**config.mk**
```make
export PLATFORM = sky130hd
export DESIGN_NAME = mult_hilo_unit_flat
export DESIGN_NICKNAME = d
export VERILOG_FILES = /design/src/rtl/mult_hilo_unit_if.sv /design/src/rtl/mult_hilo_unit.sv /design/src/flat_wrapper.sv
export SDC_FILE = /design/constraint.sdc
export NUM_CORES = 2
export LEC_CHECK = 0
export CORE_UTILIZATION = 49
export DETAILED_ROUTE_END_ITERATION = 12
export PLACE_DENSITY = 0.74
export REMOVE_ABC_BUFFERS = 1
export SYNTH_ARGS = -nofsm -noshare
export SYNTH_HDL_FRONTEND = slang
export SYNTH_SLANG_ARGS = --single-unit
```
**constraint.sdc**
```tcl
create_clock -name clk -period 8.9 [get_ports clk]
set_clock_uncertainty 0.15 [all_clocks]
set_input_delay 1.78 -clock clk [delete_from_list [all_inputs] [get_ports clk]]
set_output_delay 1.78 -clock clk [all_outputs]
set_load 0.01 [all_outputs]
```
**src/rtl/mult_hilo_unit_if.sv**
```systemverilog
// mult_hilo_unit_if: execute-stage connection to the HI/LO multiply unit.
// Carries the multiply request, the MTHI/MTLO write port and the
// busy/done/HI/LO results. master = pipeline side, slave = multiply unit.
interface mult_hilo_unit_if #(
    parameter int WIDTH = 32
);
    logic             start;
    logic             is_signed;
    logic [WIDTH-1:0] a;
    logic [WIDTH-1:0] b;
    logic [1:0]       acc_op;
    logic             hi_we;
    logic             lo_we;
    logic [WIDTH-1:0] wr_data;
    logic             busy;
    logic             done;
    logic [WIDTH-1:0] hi;
    logic [WIDTH-1:0] lo;

    modport master (
        output start, is_signed, a, b, acc_op, hi_we, lo_we, wr_data,
        input  busy, done, hi, lo
    );

    modport slave (
        input  start, is_signed, a, b, acc_op, hi_we, lo_we, wr_data,
        output busy, done, hi, lo
    );
endinterface

```
**src/rtl/mult_hilo_unit.sv**
```systemverilog
// mult_hilo_unit: multi-cycle signed/unsigned multiplier that owns HI/LO.
// A start loads the operands and a LATENCY-edge countdown; the completion
// edge writes {HI,LO} and pulses done. MTHI/MTLO write HI/LO directly but
// lose to a product landing on the same edge.
// Optional feature macro: MULT_HILO_ACC_EN enables acc_op accumulate
// (add/subtract the product to/from {HI,LO}); when undefined every
// completion overwrites {HI,LO} and acc_op is ignored.
module mult_hilo_unit #(
    parameter int WIDTH   = 32,
    parameter int LATENCY = 4     // legal 1..16
) (
    input  logic               clk,
    input  logic               reset_l,
    mult_hilo_unit_if.slave    bus
);
    localparam int CW = $clog2(LATENCY + 1);
    localparam int PW = 2 * WIDTH;

    typedef enum logic {
        IDLE = 1'b0,
        RUN  = 1'b1
    } state_t;

    state_t           state_q, state_d;
    logic [CW-1:0]    cnt_q, cnt_d;
    logic [WIDTH-1:0] a_q, a_d;
    logic [WIDTH-1:0] b_q, b_d;
    logic             sgn_q, sgn_d;
    logic [WIDTH-1:0] hi_q, hi_d;
    logic [WIDTH-1:0] lo_q, lo_d;
    logic             busy_q, busy_d;
    logic             done_q, done_d;

    logic             complete;
    logic [PW-1:0]    a_ext;
    logic [PW-1:0]    b_ext;
    logic [PW-1:0]    prod_s0;
    logic [PW-1:0]    prod_final;
    logic [PW-1:0]    result;

    // Operands extended to the full product width; the low PW bits of the
    // PW-bit product are the exact signed or unsigned 2*WIDTH-bit product.
    assign a_ext   = {{WIDTH{sgn_q & a_q[WIDTH-1]}}, a_q};
    assign b_ext   = {{WIDTH{sgn_q & b_q[WIDTH-1]}}, b_q};
    assign prod_s0 = a_ext * b_ext;

    // Product pipeline: LATENCY-1 register stages after the multiplier so
    // synthesis can retime it. Operands stay stable for the whole run, so
    // the last stage holds the correct product by the completion edge.
    generate
        if (LATENCY == 1) begin : g_no_pipe
            assign prod_final = prod_s0;
        end else begin : g_pipe
            logic [PW-1:0] pipe_q [LATENCY-1];
            logic [PW-1:0] pipe_d [LATENCY-1];

            // Shift the product one stage per edge.
            always_comb begin
                pipe_d[0] = prod_s0;
                for (int i = 1; i < LATENCY - 1; i++) begin
                    pipe_d[i] = pipe_q[i-1];
                end
            end

            // NOTE: pure datapath stages carry no reset; nothing reads them
            // before the countdown has refilled them with valid data.
            always_ff @(posedge clk) begin
                for (int i = 0; i < LATENCY - 1; i++) begin
                    pipe_q[i] <= pipe_d[i];
                end
            end

            assign prod_final = pipe_q[LATENCY-2];
        end
    endgenerate

`ifdef MULT_HILO_ACC_EN
    logic [1:0] acc_q, acc_d;

    // Completion value: overwrite, or add/subtract against current {HI,LO}.
    always_comb begin
        case (acc_q)
            2'b01:   result = {hi_q, lo_q} + prod_final;
            2'b10:   result = {hi_q, lo_q} - prod_final;
            default: result = prod_final;
        endcase
    end
`else
    logic unused_acc_op;
    assign unused_acc_op = ^bus.acc_op;
    assign result        = prod_final;
`endif

    // Next-state: countdown, completion write, MTHI/MTLO, start/restart.
    always_comb begin
        // NOTE: every _d starts from its _q so no path leaves a value
        // unassigned, which would otherwise infer a latch.
        state_d = state_q;
        cnt_d   = cnt_q;
        a_d     = a_q;
        b_d     = b_q;
        sgn_d   = sgn_q;
        hi_d    = hi_q;
        lo_d    = lo_q;
        done_d  = 1'b0;
`ifdef MULT_HILO_ACC_EN
        acc_d   = acc_q;
`endif

        complete = (state_q == RUN) && (cnt_q == CW'(1));

        if (state_q == RUN) begin
            cnt_d = cnt_q - CW'(1);
        end
        if (complete) begin
            state_d = IDLE;
        end

        // Direct writes first so a same-edge product result overrides them.
        if (bus.hi_we) begin
            hi_d = bus.wr_data;
        end
        if (bus.lo_we) begin
            lo_d = bus.wr_data;
        end
        if (complete) begin
            {hi_d, lo_d} = result;
            done_d       = 1'b1;
        end

        // A start (also while busy or on the completion edge) begins afresh;
        // reloading the counter drops any in-flight completion.
        if (bus.start) begin
            a_d     = bus.a;
            b_d     = bus.b;
            sgn_d   = bus.is_signed;
            cnt_d   = CW'(LATENCY);
            state_d = RUN;
`ifdef MULT_HILO_ACC_EN
            acc_d   = bus.acc_op;
`endif
        end

        busy_d = (state_d == RUN);
    end

    // State registers with asynchronous active-low reset.
    always_ff @(posedge clk or negedge reset_l) begin
        if (!reset_l) begin
            state_q <= IDLE;
            cnt_q   <= '0;
            a_q     <= '0;
            b_q     <= '0;
            sgn_q   <= 1'b0;
            hi_q    <= '0;
            lo_q    <= '0;
            busy_q  <= 1'b0;
            done_q  <= 1'b0;
`ifdef MULT_HILO_ACC_EN
            acc_q   <= 2'b00;
`endif
        end else begin
            // NOTE: non-blocking assignments so every flop samples the
            // pre-edge values, independent of statement order.
            state_q <= state_d;
            cnt_q   <= cnt_d;
            a_q     <= a_d;
            b_q     <= b_d;
            sgn_q   <= sgn_d;
            hi_q    <= hi_d;
            lo_q    <= lo_d;
            busy_q  <= busy_d;
            done_q  <= done_d;
`ifdef MULT_HILO_ACC_EN
            acc_q   <= acc_d;
`endif
        end
    end

    assign bus.busy = busy_q;
    assign bus.done = done_q;
    assign bus.hi   = hi_q;
    assign bus.lo   = lo_q;

endmodule

```
**src/flat_wrapper.sv**
```systemverilog
// flat-port wrapper written by rule: the top's interface ports become plain ports
module mult_hilo_unit_flat 
#(
    parameter int WIDTH   = 32,
    parameter int LATENCY = 4                   
)
  (clk, reset_l, bus_start, bus_is_signed, bus_a, bus_b, bus_acc_op, bus_hi_we, bus_lo_we, bus_wr_data, bus_busy, bus_done, bus_hi, bus_lo);
  mult_hilo_unit_if #(.WIDTH(WIDTH)) bus_i ();
  input  logic clk;
  input  logic reset_l;
  input wire logic [$bits(bus_i.start)-1:0] bus_start;
  input wire logic [$bits(bus_i.is_signed)-1:0] bus_is_signed;
  input wire logic [$bits(bus_i.a)-1:0] bus_a;
  input wire logic [$bits(bus_i.b)-1:0] bus_b;
  input wire logic [$bits(bus_i.acc_op)-1:0] bus_acc_op;
  input wire logic [$bits(bus_i.hi_we)-1:0] bus_hi_we;
  input wire logic [$bits(bus_i.lo_we)-1:0] bus_lo_we;
  input wire logic [$bits(bus_i.wr_data)-1:0] bus_wr_data;
  output wire logic [$bits(bus_i.busy)-1:0] bus_busy;
  output wire logic [$bits(bus_i.done)-1:0] bus_done;
  output wire logic [$bits(bus_i.hi)-1:0] bus_hi;
  output wire logic [$bits(bus_i.lo)-1:0] bus_lo;
  assign bus_i.start = bus_start;
  assign bus_i.is_signed = bus_is_signed;
  assign bus_i.a = bus_a;
  assign bus_i.b = bus_b;
  assign bus_i.acc_op = bus_acc_op;
  assign bus_i.hi_we = bus_hi_we;
  assign bus_i.lo_we = bus_lo_we;
  assign bus_i.wr_data = bus_wr_data;
  assign bus_busy = bus_i.busy;
  assign bus_done = bus_i.done;
  assign bus_hi = bus_i.hi;
  assign bus_lo = bus_i.lo;
  mult_hilo_unit #(.WIDTH(WIDTH), .LATENCY(LATENCY)) u_core (.clk(clk), .reset_l(reset_l), .bus(bus_i));
endmodule
```
-- Word level (Yosys, flattened, before mapping)
Memories as Yosys holds them, arrays and structs flattened.
Index checks and enable logic that the tools add are counted.
- bitwise gates (word level): 2
- multiplexer cells: 9
- reductions and logical operators: 5
- eq/ne operators: 1
- add/subtract/negate cells: 1
- $mul: 1
- operator list (cell ; number):
    32-bit two-way mux ; 4
    33-bit by 33-bit multiplier with 64-bit output ; 1
    2-bit nonzero test ; 4
    3-bit two-way mux ; 2
    3-bit by 1-bit equality test with 1-bit output, second input constant ; 1
    1-bit two-way mux ; 3
    3-bit by 1-bit subtractor with 3-bit output, second input constant ; 1
    1-bit AND ; 2
    1-bit logical AND ; 1
- word-level logic and storage cells: 28
- memories: 1
- memory bits (writable): 192
- flip-flop bits (word level): 134
- input port bits: 104
- output and inout bits: 66
- memories (name ; words ; bits a word ; rd ports ; clocked after memory_dff ; wr ports ; line ; RTL):
    u_core.g_pipe.pipe_q ; 3 ; 64 ; 3 ; 0 ; 3 ; mult_hilo_unit.sv:54 ; logic [PW-1:0] pipe_q [LATENCY-1];

-- Depth between registers and ports, before layout
- depth in word-level cells: 4
- gate-level depth with buffers: 29
- mapped depth without buffers: 27

-- Worst setup path after synthesis
Ideal clock, no wire load.
- path type: reg-to-reg
- start point: register u_core.a_q[31]
- end point: memory u_core.g_pipe.pipe_q[0][60] (netlist name)
- clock period less this slack: 8.175 ns
- path buffers: 1
- setup slack: 0.725 ns
- arrival: 7.953 ns
- stages on the path, launching flop included: 27
- data required time: 8.678 ns
- library setup time: 0.072 ns
- cell sequence: dfrtp_1 -> and2_1 -> clkbuf_1 -> nand2_1 -> inv_1 -> fa_1 -> fa_1 -> fa_1 -> inv_1 -> fa_1 -> inv_1 -> fa_1 -> fa_1 -> inv_1 -> fa_1 -> fa_1 -> inv_1 -> ha_1 -> a21oi_1 -> nor2b_1 -> a31oi_1 -> o311ai_0 -> a31o_2 -> a41o_1 -> a31o_2 -> a221oi_2 -> xnor2_1
- RTL lines (what ; line ; RTL):
    from (decl) ; mult_hilo_unit.sv:26 ; logic [WIDTH-1:0] a_q, a_d;
    from (signal assigned) ; mult_hilo_unit.sv:152 ; a_q <= '0;
    from (signal assigned) ; mult_hilo_unit.sv:167 ; a_q <= a_d;
    to (decl) ; mult_hilo_unit.sv:54 ;

==> metrics.cfg <==
[run_status]
outcome=completed

[clocking]
cts_tree=built
clkLatencyLatePin_ps=590
numClockSinks=326
cts_root_buffer=clkbuf_16
cts_made_buffers=37
h-tree-depth=2
cts.clk_slew.worst_paths_ps=80
clock_path_buffers=3
ctsHoldBuffers=0

[global_route]
grt_start_max_net_pins=77
grt_overflow=0
first_global_vias=35900
grt_pass1_wl_um=192000
antenna_found_initial=2
track_usage_pct=25.0

[place]
port_buffers=167
dp_hpwl_um=98900
placed_cells=6115
routabilityCongestion=0.922
placed_area_um2=50600

[synth]
ys_warn_count=0
ys.flop_type=dfxtp_1
ys_ff_latch=326
synth_top_cell_by_area=fa_1
async_flop_share_pct=41.1
synth_edf_count=0
synth.distinct_cells=77
synth_area_um2=47500
netlist_top_cells_area=fa_1 (47%), inv_1 (8.7%), dfxtp_1 (8.1%)
ys_seq_area_share_pct=15.1
syn_avg_cell_area_um2=9.84
synth_top_cell_area_share_pct=47.4
synthCells=4833

[sta]
setup_tns_ps=0
period_minus_slack_ps=8640
final_hold_viol_count=0
rsz0062_at_grt=false
drv_slew=0
fmax_mhz=116
finalCritPeriodShare_pct=97.1
worst_pin_slew_ps=1130
slew_headroom_pct=24.6
finalSetupViolCount=0

[floorplan]
num_io_pins=170
dieArea_um2=98300
dieHeight_um=314
num_rows=113
core_area_um2=95600
fp.dieW_um=314
initial_core_util_pct=49.7

[setup_path]
crit_start=u_core.b_q[9]
startpoint_type=flop
cpMaxStageDelayCell=dfrtp_1
cp_max_fo=20
critPathKind=flop to flop
cp-end-kind=flop
slowest_delay_ps=720
r2r_start=u_core.b_q[9]
worst_ep_required_time_ps=9240
cp_common_cell=fa_1
critPathArrivalTime_ps=8980

[routing]
postRouteAntennaNets=0
drt_iter0_markers=2081
wirelength_um=118000
viasPerCell=5.27
drc=0
vias=32600
dr.pass1.iters=5
routedWlPerCell_um=19.0

[flow_run]
cap_violations=0

[final_layout]
drive_above_1_share_pct=5.84
finalInstanceArea_um2=51800
layout.nets=6332
area_delta_synth_final_pct=9.02
layoutNonFillerInstCount=6181

[worst_hold_path]
hp-class=flop to flop
min_from=u_core.g_pipe.pipe_q[0][26]

-- critical path, delay by kind of cell (launching register included) --
kind	cells	cell delay, ps
AO/OA/AOI/OAI	7	1680
XOR/XNOR	1	330
adder cells (fa/ha/maj)	9	4240
buffers and inverters	9	1120
flip-flops	1	720
AND/OR/NAND/NOR	2	290
-- routing by layer --
layer  track usage [%]  part of all wire (%)  up-vias
met5             0.193                 0.023        -
met2              41.8                    49     1321
met1              31.9                    38    16800
li1                  -                     -    14100
met3              6.37                   9.7      267
met4              7.72                   3.1        4
-- cells by family after synthesis --
kind of cell / synth area share [%]
fa+ha+maj: 53.0
simple gates: 12.8
mux: 2.96
buf+inv: 11.1
compound gates: 3.62
xor+xnor: 1.38
flops: 15.1
-- timing repair --
| item | 4_1_cts | 5_1_grt |
|---|---|---|
| endpoints found under the setup margin | 0 | 2 |
| buffers inserted | 0 | 0 |
| resized for setup | 0 | 8 |
-- path summary, 6_finish.rpt --
path / to / slack, ps / cells after the start
max: u_core.g_pipe.pipe_q[0][41] / 260 / 28
min: u_core.g_pipe.pipe_q[0][90] / 120 / 0
max reg2reg: u_core.g_pipe.pipe_q[0][41] / 260 / 28
min reg2reg: u_core.g_pipe.pipe_q[0][90] / 120 / 0
max in group asynchronous: u_core.a_q[15] / 6080 / 2
min in group asynchronous: u_core.bus.hi[30] / 1090 / 1
-- registers in the layout (all words and copies together), names as in the netlist --
signal and flops:
u_core.cnt_q 3, u_core.bus.lo 32, u_core.g_pipe.pipe_q 192, u_core.a_q 32, u_core.state_q 1, u_core.bus.done 1, u_core.bus.hi 32, u_core.sgn_q 1
u_core.b_q 32
-- layout make-up --
| type | instances | area, um^2 |
|---|---|---|
| Antenna cell | 1 | 2.50 |
| Clock buffer | 50 | 1060 |
| Clock inverter | 15 | 151 |
| Fill cell | 8362 | 43700 |
| Inverter | 1097 | 4120 |
| Multi-Input combinational cell | 3131 | 35100 |
| Sequential cell | 326 | 7200 |
| Tap cell | 1265 | 1580 |
| Timing Repair Buffer | 296 | 2660 |
-- synthesized netlist by cell type (2+ instances only) --
| library cell | instances |
|---|---|
| clkbuf_2 | 3 |
| clkbuf_8 | 2 |
| clkbuf_1 | 245 |
| and2_1 | 354 |
| and3_1 | 25 |
| nand3_1 | 10 |
| a21o_1 | 39 |
| and4_1 | 2 |
| mux2_2 | 67 |
| buf_6 | 10 |
| a211oi_1 | 3 |
| a221oi_2 | 2 |
| a31oi_1 | 10 |
| buf_4 | 7 |
| o211ai_1 | 6 |
| o2111ai_1 | 2 |
| nor2_1 | 126 |
| ha_1 | 214 |
| nor3_1 | 9 |
| mux2i_1 | 65 |
| inv_1 | 1097 |
| o21ai_0 | 28 |
| a21boi_0 | 5 |
| nand2_1 | 736 |
| dfxtp_1 | 192 |
| o22ai_1 | 2 |
| dfrtp_1 | 134 |
| xor2_1 | 24 |
| o21bai_1 | 10 |
| o311ai_0 | 3 |
| or2_2 | 6 |
| nand4_1 | 16 |
| o21a_1 | 7 |
| nor2b_1 | 5 |
| o311ai_1 | 2 |
| buf_1 | 11 |
| fa_1 | 1125 |
| xnor2_1 | 51 |
| a22o_1 | 2 |
| nor4_1 | 6 |
| a21oi_1 | 123 |
| a31o_2 | 4 |
| nand2b_1 | 7 |
| o31ai_1 | 2 |
| nand3b_1 | 2 |
-- metrics by stage --
| stage | setup WS (ps) | util (%) | hold slack (ps) |
|---|---|---|---|
| final | 256 | 54.2 | 119 |
| after global routing | 4.50 | 54.2 | 151 |
| after CTS | 331 | 54.2 | 133 |
| after detailed placement | 398 | 52.9 | 162 |
| after global placement | 496 | 52.9 | 160 |
| after floorplan | 248 | - | 160 |
-- cell usage in the layout (no fill, tap or decap), drive strengths merged, types with 9 or more instances in the layout --
master / instances
and3: 26
buf: 133
clkdlybuf4s50: 163
nand4: 16
fa: 1125
mux2: 67
nand2: 738
xor2: 24
a31oi: 10
clkbuf: 50
nor3: 9
xnor2: 51
o21bai: 10
ha: 214
a21oi: 123
inv: 1100
nand3: 10
a21o: 40
mux2i: 65
nor2: 127
dfrtp: 134
and2: 355
o21ai: 29
dfxtp: 192
Power is not shown: default switching activity piles up to over one toggle a cycle in this logic, so the estimate is an artifact.
